--- src/rtl/if_unit_if.sv ---
// IF-stage bus: stall/redirect control in, instruction-memory read port, IF/ID decode fields out.
interface if_unit_if #(parameter int IMEM_AW = 14);
  logic               stall;
  logic               redirect_en;
  logic [31:0]        redirect_pc;
  logic               imem_rd_en;
  logic [IMEM_AW-1:0] imem_addr;
  logic [31:0]        imem_rdata;
  logic               inst_valid;
  logic [31:0]        PC_out;
  logic [5:0]         opcode;
  logic [4:0]         R_I_A_type_rs;
  logic [4:0]         R_type_rd;
  logic [4:0]         R_I_type_rt;
  logic [4:0]         R_type_shamt;
  logic [5:0]         R_funct_S_snum;
  logic [15:0]        I_type_imm;
  logic [20:0]        A_type_imm;
  logic [25:0]        J_type_imm;
  logic               halted;

  modport master (
    input  stall, redirect_en, redirect_pc, imem_rdata,
    output imem_rd_en, imem_addr, inst_valid, PC_out, opcode, R_I_A_type_rs, R_type_rd,
           R_I_type_rt, R_type_shamt, R_funct_S_snum, I_type_imm, A_type_imm, J_type_imm, halted
  );

  modport slave (
    output stall, redirect_en, redirect_pc, imem_rdata,
    input  imem_rd_en, imem_addr, inst_valid, PC_out, opcode, R_I_A_type_rs, R_type_rd,
           R_I_type_rt, R_type_shamt, R_funct_S_snum, I_type_imm, A_type_imm, J_type_imm, halted
  );
endinterface

--- src/rtl/if_unit.sv ---
// Instruction fetch: owns PC, drives 1-cycle sync imem, registers IF/ID with a one-entry skid for stalls.
// Optional halt detection is enabled by defining HALT_DETECT_EN.
module if_unit #(
  parameter logic [31:0] RESET_PC    = 32'h0000_0000,
  parameter int          IMEM_AW     = 14,
  parameter logic [5:0]  HALT_OPCODE = 6'h3F
) (
  input  logic      clk,
  input  logic      rst,
  if_unit_if.master bus
);

  logic [31:0] pc;
  logic        inflight_valid;
  logic [31:0] inflight_pc;
  logic        skid_valid;
  logic [31:0] skid_inst;
  logic [31:0] skid_pc;
  logic        inst_valid_q;
  logic [31:0] inst_q;
  logic [31:0] pc_out_q;
  logic        halted_q;
  logic        issue;
  logic        load_vld;
  logic [31:0] load_inst;
  logic [31:0] load_pc;
  logic        halt_hit;

  assign issue = !rst && !bus.stall && !halted_q;

  // A held skid entry is always older than the live response, so it loads first.
  always_comb begin
    load_vld  = 1'b0;
    load_inst = bus.imem_rdata;
    load_pc   = inflight_pc;
    if (skid_valid) begin
      load_vld  = 1'b1;
      load_inst = skid_inst;
      load_pc   = skid_pc;
    end else if (inflight_valid) begin
      load_vld  = 1'b1;
    end
  end

`ifdef HALT_DETECT_EN
  assign halt_hit = load_vld && !bus.stall && !bus.redirect_en && (load_inst[31:26] == HALT_OPCODE);

  always_ff @(posedge clk or posedge rst) begin
    if (rst) begin
      halted_q <= 1'b0;
    end else if (bus.redirect_en) begin
      halted_q <= 1'b0;
    end else if (halt_hit) begin
      halted_q <= 1'b1;
    end
  end
`else
  logic unused_halt_opcode;
  assign unused_halt_opcode = ^HALT_OPCODE;
  assign halt_hit           = 1'b0;
  assign halted_q           = 1'b0;
`endif

  always_ff @(posedge clk or posedge rst) begin
    if (rst) begin
      pc             <= RESET_PC;
      inflight_valid <= 1'b0;
      inflight_pc    <= 32'h0;
      skid_valid     <= 1'b0;
      skid_inst      <= 32'h0;
      skid_pc        <= 32'h0;
      inst_valid_q   <= 1'b0;
      inst_q         <= 32'h0;
      pc_out_q       <= 32'h0;
    end else if (bus.redirect_en) begin
      pc             <= bus.redirect_pc;
      inflight_valid <= 1'b0;
      skid_valid     <= 1'b0;
      inst_valid_q   <= 1'b0;
    end else if (bus.stall) begin
      // No issue happens while stalled, so the skid can never already be occupied here.
      if (inflight_valid) begin
        skid_valid <= 1'b1;
        skid_inst  <= bus.imem_rdata;
        skid_pc    <= inflight_pc;
      end
      inflight_valid <= 1'b0;
    end else begin
      skid_valid   <= 1'b0;
      inst_valid_q <= load_vld;
      if (load_vld) begin
        inst_q   <= load_inst;
        pc_out_q <= load_pc + 32'd1;
      end
      if (halt_hit) begin
        inflight_valid <= 1'b0;
        pc             <= load_pc + 32'd1;
      end else begin
        inflight_valid <= issue;
        inflight_pc    <= pc;
        if (issue) begin
          pc <= pc + 32'd1;
        end
      end
    end
  end

  assign bus.imem_rd_en     = issue;
  assign bus.imem_addr      = pc[IMEM_AW-1:0];
  assign bus.inst_valid     = inst_valid_q;
  assign bus.PC_out         = pc_out_q;
  assign bus.opcode         = inst_q[31:26];
  assign bus.R_I_A_type_rs  = inst_q[25:21];
  assign bus.R_type_rd      = inst_q[20:16];
  assign bus.R_I_type_rt    = inst_q[15:11];
  assign bus.R_type_shamt   = inst_q[10:6];
  assign bus.R_funct_S_snum = inst_q[5:0];
  assign bus.I_type_imm     = inst_q[15:0];
  assign bus.A_type_imm     = inst_q[20:0];
  assign bus.J_type_imm     = inst_q[25:0];
  assign bus.halted         = halted_q;

endmodule

--- src/flat_wrapper.sv ---
// flat-port wrapper written by rule: the top's interface ports become plain ports
module if_unit_flat 
#(
  parameter logic [31:0] RESET_PC    = 32'h0000_0000,
  parameter int          IMEM_AW     = 14,
  parameter logic [5:0]  HALT_OPCODE = 6'h3F
)
  (clk, rst, bus_stall, bus_redirect_en, bus_redirect_pc, bus_imem_rdata, bus_imem_rd_en, bus_imem_addr, bus_inst_valid, bus_PC_out, bus_opcode, bus_R_I_A_type_rs, bus_R_type_rd, bus_R_I_type_rt, bus_R_type_shamt, bus_R_funct_S_snum, bus_I_type_imm, bus_A_type_imm, bus_J_type_imm, bus_halted);
  if_unit_if #(.IMEM_AW(IMEM_AW)) bus_i ();
  input  logic clk;
  input  logic rst;
  input wire logic [$bits(bus_i.stall)-1:0] bus_stall;
  input wire logic [$bits(bus_i.redirect_en)-1:0] bus_redirect_en;
  input wire logic [$bits(bus_i.redirect_pc)-1:0] bus_redirect_pc;
  input wire logic [$bits(bus_i.imem_rdata)-1:0] bus_imem_rdata;
  output wire logic [$bits(bus_i.imem_rd_en)-1:0] bus_imem_rd_en;
  output wire logic [$bits(bus_i.imem_addr)-1:0] bus_imem_addr;
  output wire logic [$bits(bus_i.inst_valid)-1:0] bus_inst_valid;
  output wire logic [$bits(bus_i.PC_out)-1:0] bus_PC_out;
  output wire logic [$bits(bus_i.opcode)-1:0] bus_opcode;
  output wire logic [$bits(bus_i.R_I_A_type_rs)-1:0] bus_R_I_A_type_rs;
  output wire logic [$bits(bus_i.R_type_rd)-1:0] bus_R_type_rd;
  output wire logic [$bits(bus_i.R_I_type_rt)-1:0] bus_R_I_type_rt;
  output wire logic [$bits(bus_i.R_type_shamt)-1:0] bus_R_type_shamt;
  output wire logic [$bits(bus_i.R_funct_S_snum)-1:0] bus_R_funct_S_snum;
  output wire logic [$bits(bus_i.I_type_imm)-1:0] bus_I_type_imm;
  output wire logic [$bits(bus_i.A_type_imm)-1:0] bus_A_type_imm;
  output wire logic [$bits(bus_i.J_type_imm)-1:0] bus_J_type_imm;
  output wire logic [$bits(bus_i.halted)-1:0] bus_halted;
  assign bus_i.stall = bus_stall;
  assign bus_i.redirect_en = bus_redirect_en;
  assign bus_i.redirect_pc = bus_redirect_pc;
  assign bus_i.imem_rdata = bus_imem_rdata;
  assign bus_imem_rd_en = bus_i.imem_rd_en;
  assign bus_imem_addr = bus_i.imem_addr;
  assign bus_inst_valid = bus_i.inst_valid;
  assign bus_PC_out = bus_i.PC_out;
  assign bus_opcode = bus_i.opcode;
  assign bus_R_I_A_type_rs = bus_i.R_I_A_type_rs;
  assign bus_R_type_rd = bus_i.R_type_rd;
  assign bus_R_I_type_rt = bus_i.R_I_type_rt;
  assign bus_R_type_shamt = bus_i.R_type_shamt;
  assign bus_R_funct_S_snum = bus_i.R_funct_S_snum;
  assign bus_I_type_imm = bus_i.I_type_imm;
  assign bus_A_type_imm = bus_i.A_type_imm;
  assign bus_J_type_imm = bus_i.J_type_imm;
  assign bus_halted = bus_i.halted;
  if_unit #(.RESET_PC(RESET_PC), .IMEM_AW(IMEM_AW), .HALT_OPCODE(HALT_OPCODE)) u_core (.clk(clk), .rst(rst), .bus(bus_i));
endmodule
--- config.mk ---
export PLATFORM = sky130hd
export DESIGN_NAME = if_unit_flat
export DESIGN_NICKNAME = d
export VERILOG_FILES = /design/src/rtl/if_unit_if.sv /design/src/rtl/if_unit.sv /design/src/flat_wrapper.sv
export SDC_FILE = /design/constraint.sdc
export NUM_CORES = 1
export LEC_CHECK = 0
export CAP_MARGIN = 10
export CORE_MARGIN = 3
export CORE_UTILIZATION = 25
export DETAILED_ROUTE_END_ITERATION = 12
export PLACE_DENSITY = 0.55
export SLEW_MARGIN = 0
export SYNTH_ARGS = -nofsm -noshare
export SYNTH_HDL_FRONTEND = slang
export SYNTH_SLANG_ARGS = --single-unit
--- constraint.sdc ---
create_clock -name clk -period 7.1 [get_ports clk]
set_clock_uncertainty 0.1 [all_clocks]
set_input_delay 1.065 -clock clk [delete_from_list [all_inputs] [get_ports clk]]
set_output_delay 1.065 -clock clk [all_outputs]
set_load 0.01 [all_outputs]
Word level (Yosys, flattened, before mapping)
Index checks and enable logic that the tools add are counted.

storage, ports and cells
  bits in registers = 195
  latch bits = 0
  bits in writable memories = 0
  memory bits (read-only) = 0
  input bits = 68
  output and inout bits = 144
  logic and storage cells = 37
  memories = 0

cells by class
  add/sub/neg operators = 2
  $mul = 0
  div/mod/pow operators = 0
  order comparisons = 0
  eq/ne operators = 2
  shifts and indexed selects = 0
  mux-type cells = 14
  bitwise logic cells = 2
  reduce and logical (&&, ||, !) cells = 8

operators with widths
  cell                     number
  $mux W32                 5
  $add A32 B1 Y32 const B  2
  $mux W1                  9
  $reduce_and A3 Y1        2
  $reduce_and A2 Y1        2
  $ne A3 B1 Y1 const B     1
  $logic_not A1 Y1         2
  $ne A2 B1 Y1 const B     1
  $not A1 Y1               2
  $reduce_bool A2 Y1       1
  $logic_and A1 B1 Y1      1

Logic depth before layout (Yosys ltp)
  depth in word-level cells = 5
  depth in mapped cells = 11

Worst setup path before layout
Ideal clock, no wire load.

  path kind = register to register
  start point = register u_core.skid_valid
  end point = register u_core.pc_out_q[28], in the netlist u_core.bus.PC_out[28]
  library setup time = 0.126 ns
  data arrival time = 2.779 ns
  required time = 6.874 ns
  setup slack = 4.095 ns
  stages on the path, launching flop included = 11
  buffers on the path = 4
  period minus slack after synthesis = 3.005 ns
  cells stage by stage = dfrtp_1 > buf_6 > buf_2 > buf_2 > buf_2 > mux2_2 > ha_1 > a21boi_1 > nand3_1 > or3_1 > a221o_1

on the way
  word-level cells in the longest chain between the ends = 2
  elaborated cells between the ends (all ways) = 4
  those cells by class = add/sub (1); mux (2); reduce/logical (1)

ends and longest elaborated chain
  what                                                         RTL line       source
  start, declared                                              if_unit.sv:16  logic skid_valid;
  start signal, assigned                                       if_unit.sv:69  skid_valid <= 1'b0;
  start signal, assigned                                       if_unit.sv:78  skid_valid <= 1'b0;
  start signal, assigned                                       if_unit.sv:83  skid_valid <= 1'b1;
  $mux W32 / $mux W1 (equally long branches)                   if_unit.sv:36  if (skid_valid) begin
  $add A32 B1 Y32 / $reduce_and A3 Y1 (equally long branches)  --
  end signal, assigned                                         if_unit.sv:93  pc_out_q <= load_pc + 32'd1;
  end, declared                                                if_unit.sv:21  logic [31:0] pc_out_q;

Parallel ways exist; a longest one is shown, timed or not.
A chain may end at the register's enable or synchronous reset.

Worst setup path in the final report
  start point = input port bus_stall
  end point = output port bus_imem_rd_en

on the way
  word-level cells in the longest chain between the ends = 2

ends and longest elaborated chain
  what                 RTL line            source
  start, declared      flat_wrapper.sv:12  input wire logic [$bits(bus_i.stall)-1:0] bus_stall;
  $logic_not A1 Y1     if_unit.sv:29       assign issue = !rst && !bus.stall && !halted_q;
  $logic_and A1 B1 Y1  if_unit.sv:29
  end, declared        flat_wrapper.sv:16  output wire logic [$bits(bus_i.imem_rd_en)-1:0] bus_imem_rd_en;

No other way between the ends.

==> impl_metrics.ini <==
[status]
outcome = complete, no violations

[critical_path]
crit_path_top_delay_cell = clkdlybuf4s50_1
cp_top_family = buffers and inverters
path_buf_inv = 2
required_ns = 5.93
path_depth = 3
crit_path_max_incr_delay_ns = 0.61
endpoint_kind = output port
critical_path.most_common_cell = clkdlybuf4s50_1
cp-start-kind = input pin
worstSetupPathType = input pin to output port
timing.critical_path.cells = clkdlybuf4s50_1 > nor2_1 > clkdlybuf4s50_1
critPathMaxFanout = 6
r2r_slack_ns = 3.47
cp.arrival_ns = 2.61
worstRegToRegCells = 6

[clocking]
cts_tree = built
clockRootBuffer = clkbuf_16
h-tree-depth = 4
numCtsBuffers = 17
clk_pin_slew_ns = 0.07
hold_buffers = 0
cts_sinks = 195
ctsResizeCount = 0
postCtsSetupRepairBufs = 0
clk_latency_ns = 0.43
clockBufferDepth = 2

[global_routing]
grt_pass1_wl_um = 38500
track_usage_pct = 11.7
overflow = 0
antenna_found_initial = 0
grt_pass1_vias = 6712
use_met2_pct = 18.3
busiest_layer = met2
use_met1_pct = 15.9
grt_max_degree = 90
met3_usage_pct = 2.78

[floorplan]
die_w_um = 206
ios = 212
die-area_um2 = 42400
fp-row-count = 72
fp.coreArea_um2 = 39000
dieHeight_um = 206
initial_core_util_pct = 25.6

[synthesis]
syn_avg_cell_area_um2 = 10.7
netlist.area_leader.share_pct = 48.9
ys_types = 52
synth_ff_type = dfrtp_1
syn-num-nets = 1000
ys_seq_elements = 195
ys_seq_area_share_pct = 48.9
synth-edff-count = 0
synthCells = 930
synthMostInstantiatedCell = dfrtp_1
netlist_area_um2 = 9980
yosysTopAreaCell = dfrtp_1
synthArstFlopShare_pct = 100
ys_top_cells_by_count = dfrtp_1, nand2_1, mux2_2, o21ai_0, buf_4
yosysWarnings = 0
synth.area.top_cells = dfrtp_1, mux2_2, buf_4, mux2i_1, nand2_1

[sta]
final-hold-violation-count = 0
setup_viol = 0
slew_headroom_pct = 24.7
finalSetupTns_ns = 0
rsz0062_at_grt = no
finalCritPeriodShare_pct = 53.1
fmax_mhz = 265
fin_crit_ns = 3.77
slew_violations = 0
worst_pin_slew_ns = 1.12

[power_and_ir_drop]
powerDensity_nw_per_um2 = 278
power_w = 0.00351
p_leak_nw = 4.94
vdd_ir_drop_max_mv = 0.126

[detailed_routing]
antenna_left = 0
drc_errors = 0
dr_total_vias = 6913
drt-pass1-iter-count = 4
wirelength_um = 24600
wl_per_cell_um = 15.6
drt_iter0_markers = 321
vias_per_cell = 4.39

[run]
cap_violations = 0

[place]
dp_hpwl_um = 18200
io_buffer_count = 210
place_congestion = 0.777

[final_layout]
nets = 1115
n_antenna_cell = 0
multiInputGateArea_um2 = 4310
drive_above_1_share_pct = 14.9
final-seq-area_um2 = 4880
fillers = 4017
area_growth_pct = 26.7

[worst_hold_path]
hold_path_class = register to register
hold_depth = 2
## cell usage in the layout, fill, tap and decap left out, drive strengths merged, types with 4 or more instances in the layout
cell	netlist	routed
a22oi	7	7
and4	5	5
buf	94	11
clkbuf	30	19
clkdlybuf4s50	0	209
clkinv	0	5
dfrtp	195	195
inv	6	10
mux2	103	103
mux2i	58	58
nand2	130	130
nand3	39	39
nand3b	13	13
nand4	17	17
nand4b	4	4
nor2	11	11
nor3	13	13
nor4	15	15
o21ai	90	90
o31a	5	5
o31ai	10	10
xnor2	36	36
xor2	13	13
## logic make-up after synthesis
kind of cell,count (synthesis),share of synthesized area [%]
and+or+nand+nor,264,13.4
DFF,195,48.9
muxes,161,17.4
buffers and inverters,130,8.12
AOI/OAI and AO/OA,128,7.58
xor gates and xnor gates,49,4.30
adders and majority gates,2,0.251
other,1,0.0376
## per-layer routing
metal	vias up	share of wire [%]
met3	22	5.4
met4	0	1.8
li1	3450	-
met5	-	0
met1	3263	49
met2	178	44
## worst reg2reg max path, stage by stage (launching register included)
cell and delay, ns:
dfrtp_4 0.81, buf_4 0.83, nand3_1 0.28, a222oi_1 0.65, nand2_2 0.23, o311a_1 0.38, a221o_1 0.25
## sequential cells by signal (all words and copies together) (netlist names)
signal and flops:
u_core.bus.PC_out 32, u_core.inflight_pc 32, u_core.inst_q 32, u_core.pc 32, u_core.skid_inst 32, u_core.skid_pc 32
u_core.bus.inst_valid 1, u_core.inflight_valid 1, u_core.skid_valid 1
## worst paths after layout
path,start,endpoint
min,u_core.bus.PC_out[12],u_core.bus.PC_out[12]
min in group asynchronous,rst,u_core.inflight_pc[2]
min reg2reg,u_core.bus.PC_out[12],u_core.bus.PC_out[12]
max reg2reg,u_core.skid_valid,u_core.bus.PC_out[31]
max in group asynchronous,rst,u_core.skid_inst[28]
max,bus_stall,bus_imem_rd_en
## per-stage QoR
| stage | hold WS [ns] | utilization (%) | setup WS (ns) | area, µm² | instances |
|---|---|---|---|---|---|
| after floorplan | 0.374 | - | 0.623 | 9980 | 930 |
| after global placement | 0.364 | 30.9 | 3.29 | 12000 | 1544 |
| after detailed placement | 0.372 | 30.9 | 3.26 | 12000 | 1544 |
| after CTS | 0.390 | 32.4 | 3.28 | 12600 | 1576 |
| after global routing | 0.406 | 32.4 | 3.21 | 12600 | 1576 |
| final | 0.379 | 32.4 | 3.33 | 12600 | 1576 |
## power by group
part	total (W)	switching (W)	leakage (nW)	internal, W
combinational	0.000923	0.000374	2.21	0.000549
clock	0.00101	0.000449	0.294	0.000563
sequential	0.00158	0.000224	2.44	0.00135
total	0.00351	0.00105	4.94	0.00246
## cell type report
| cell class | instances | share of cell area, % |
|---|---|---|
| clock buffer | 19 | 3.42 |
| clock inverter | 13 | 1.38 |
| inverter | 6 | 0.237 |
| multi-input combinational | 605 | 34.1 |
| sequential | 195 | 38.6 |
| tap | 518 | 5.12 |
| timing repair buffer | 220 | 17.2 |
No activity file was read; power rests on OpenSTA's default activity.
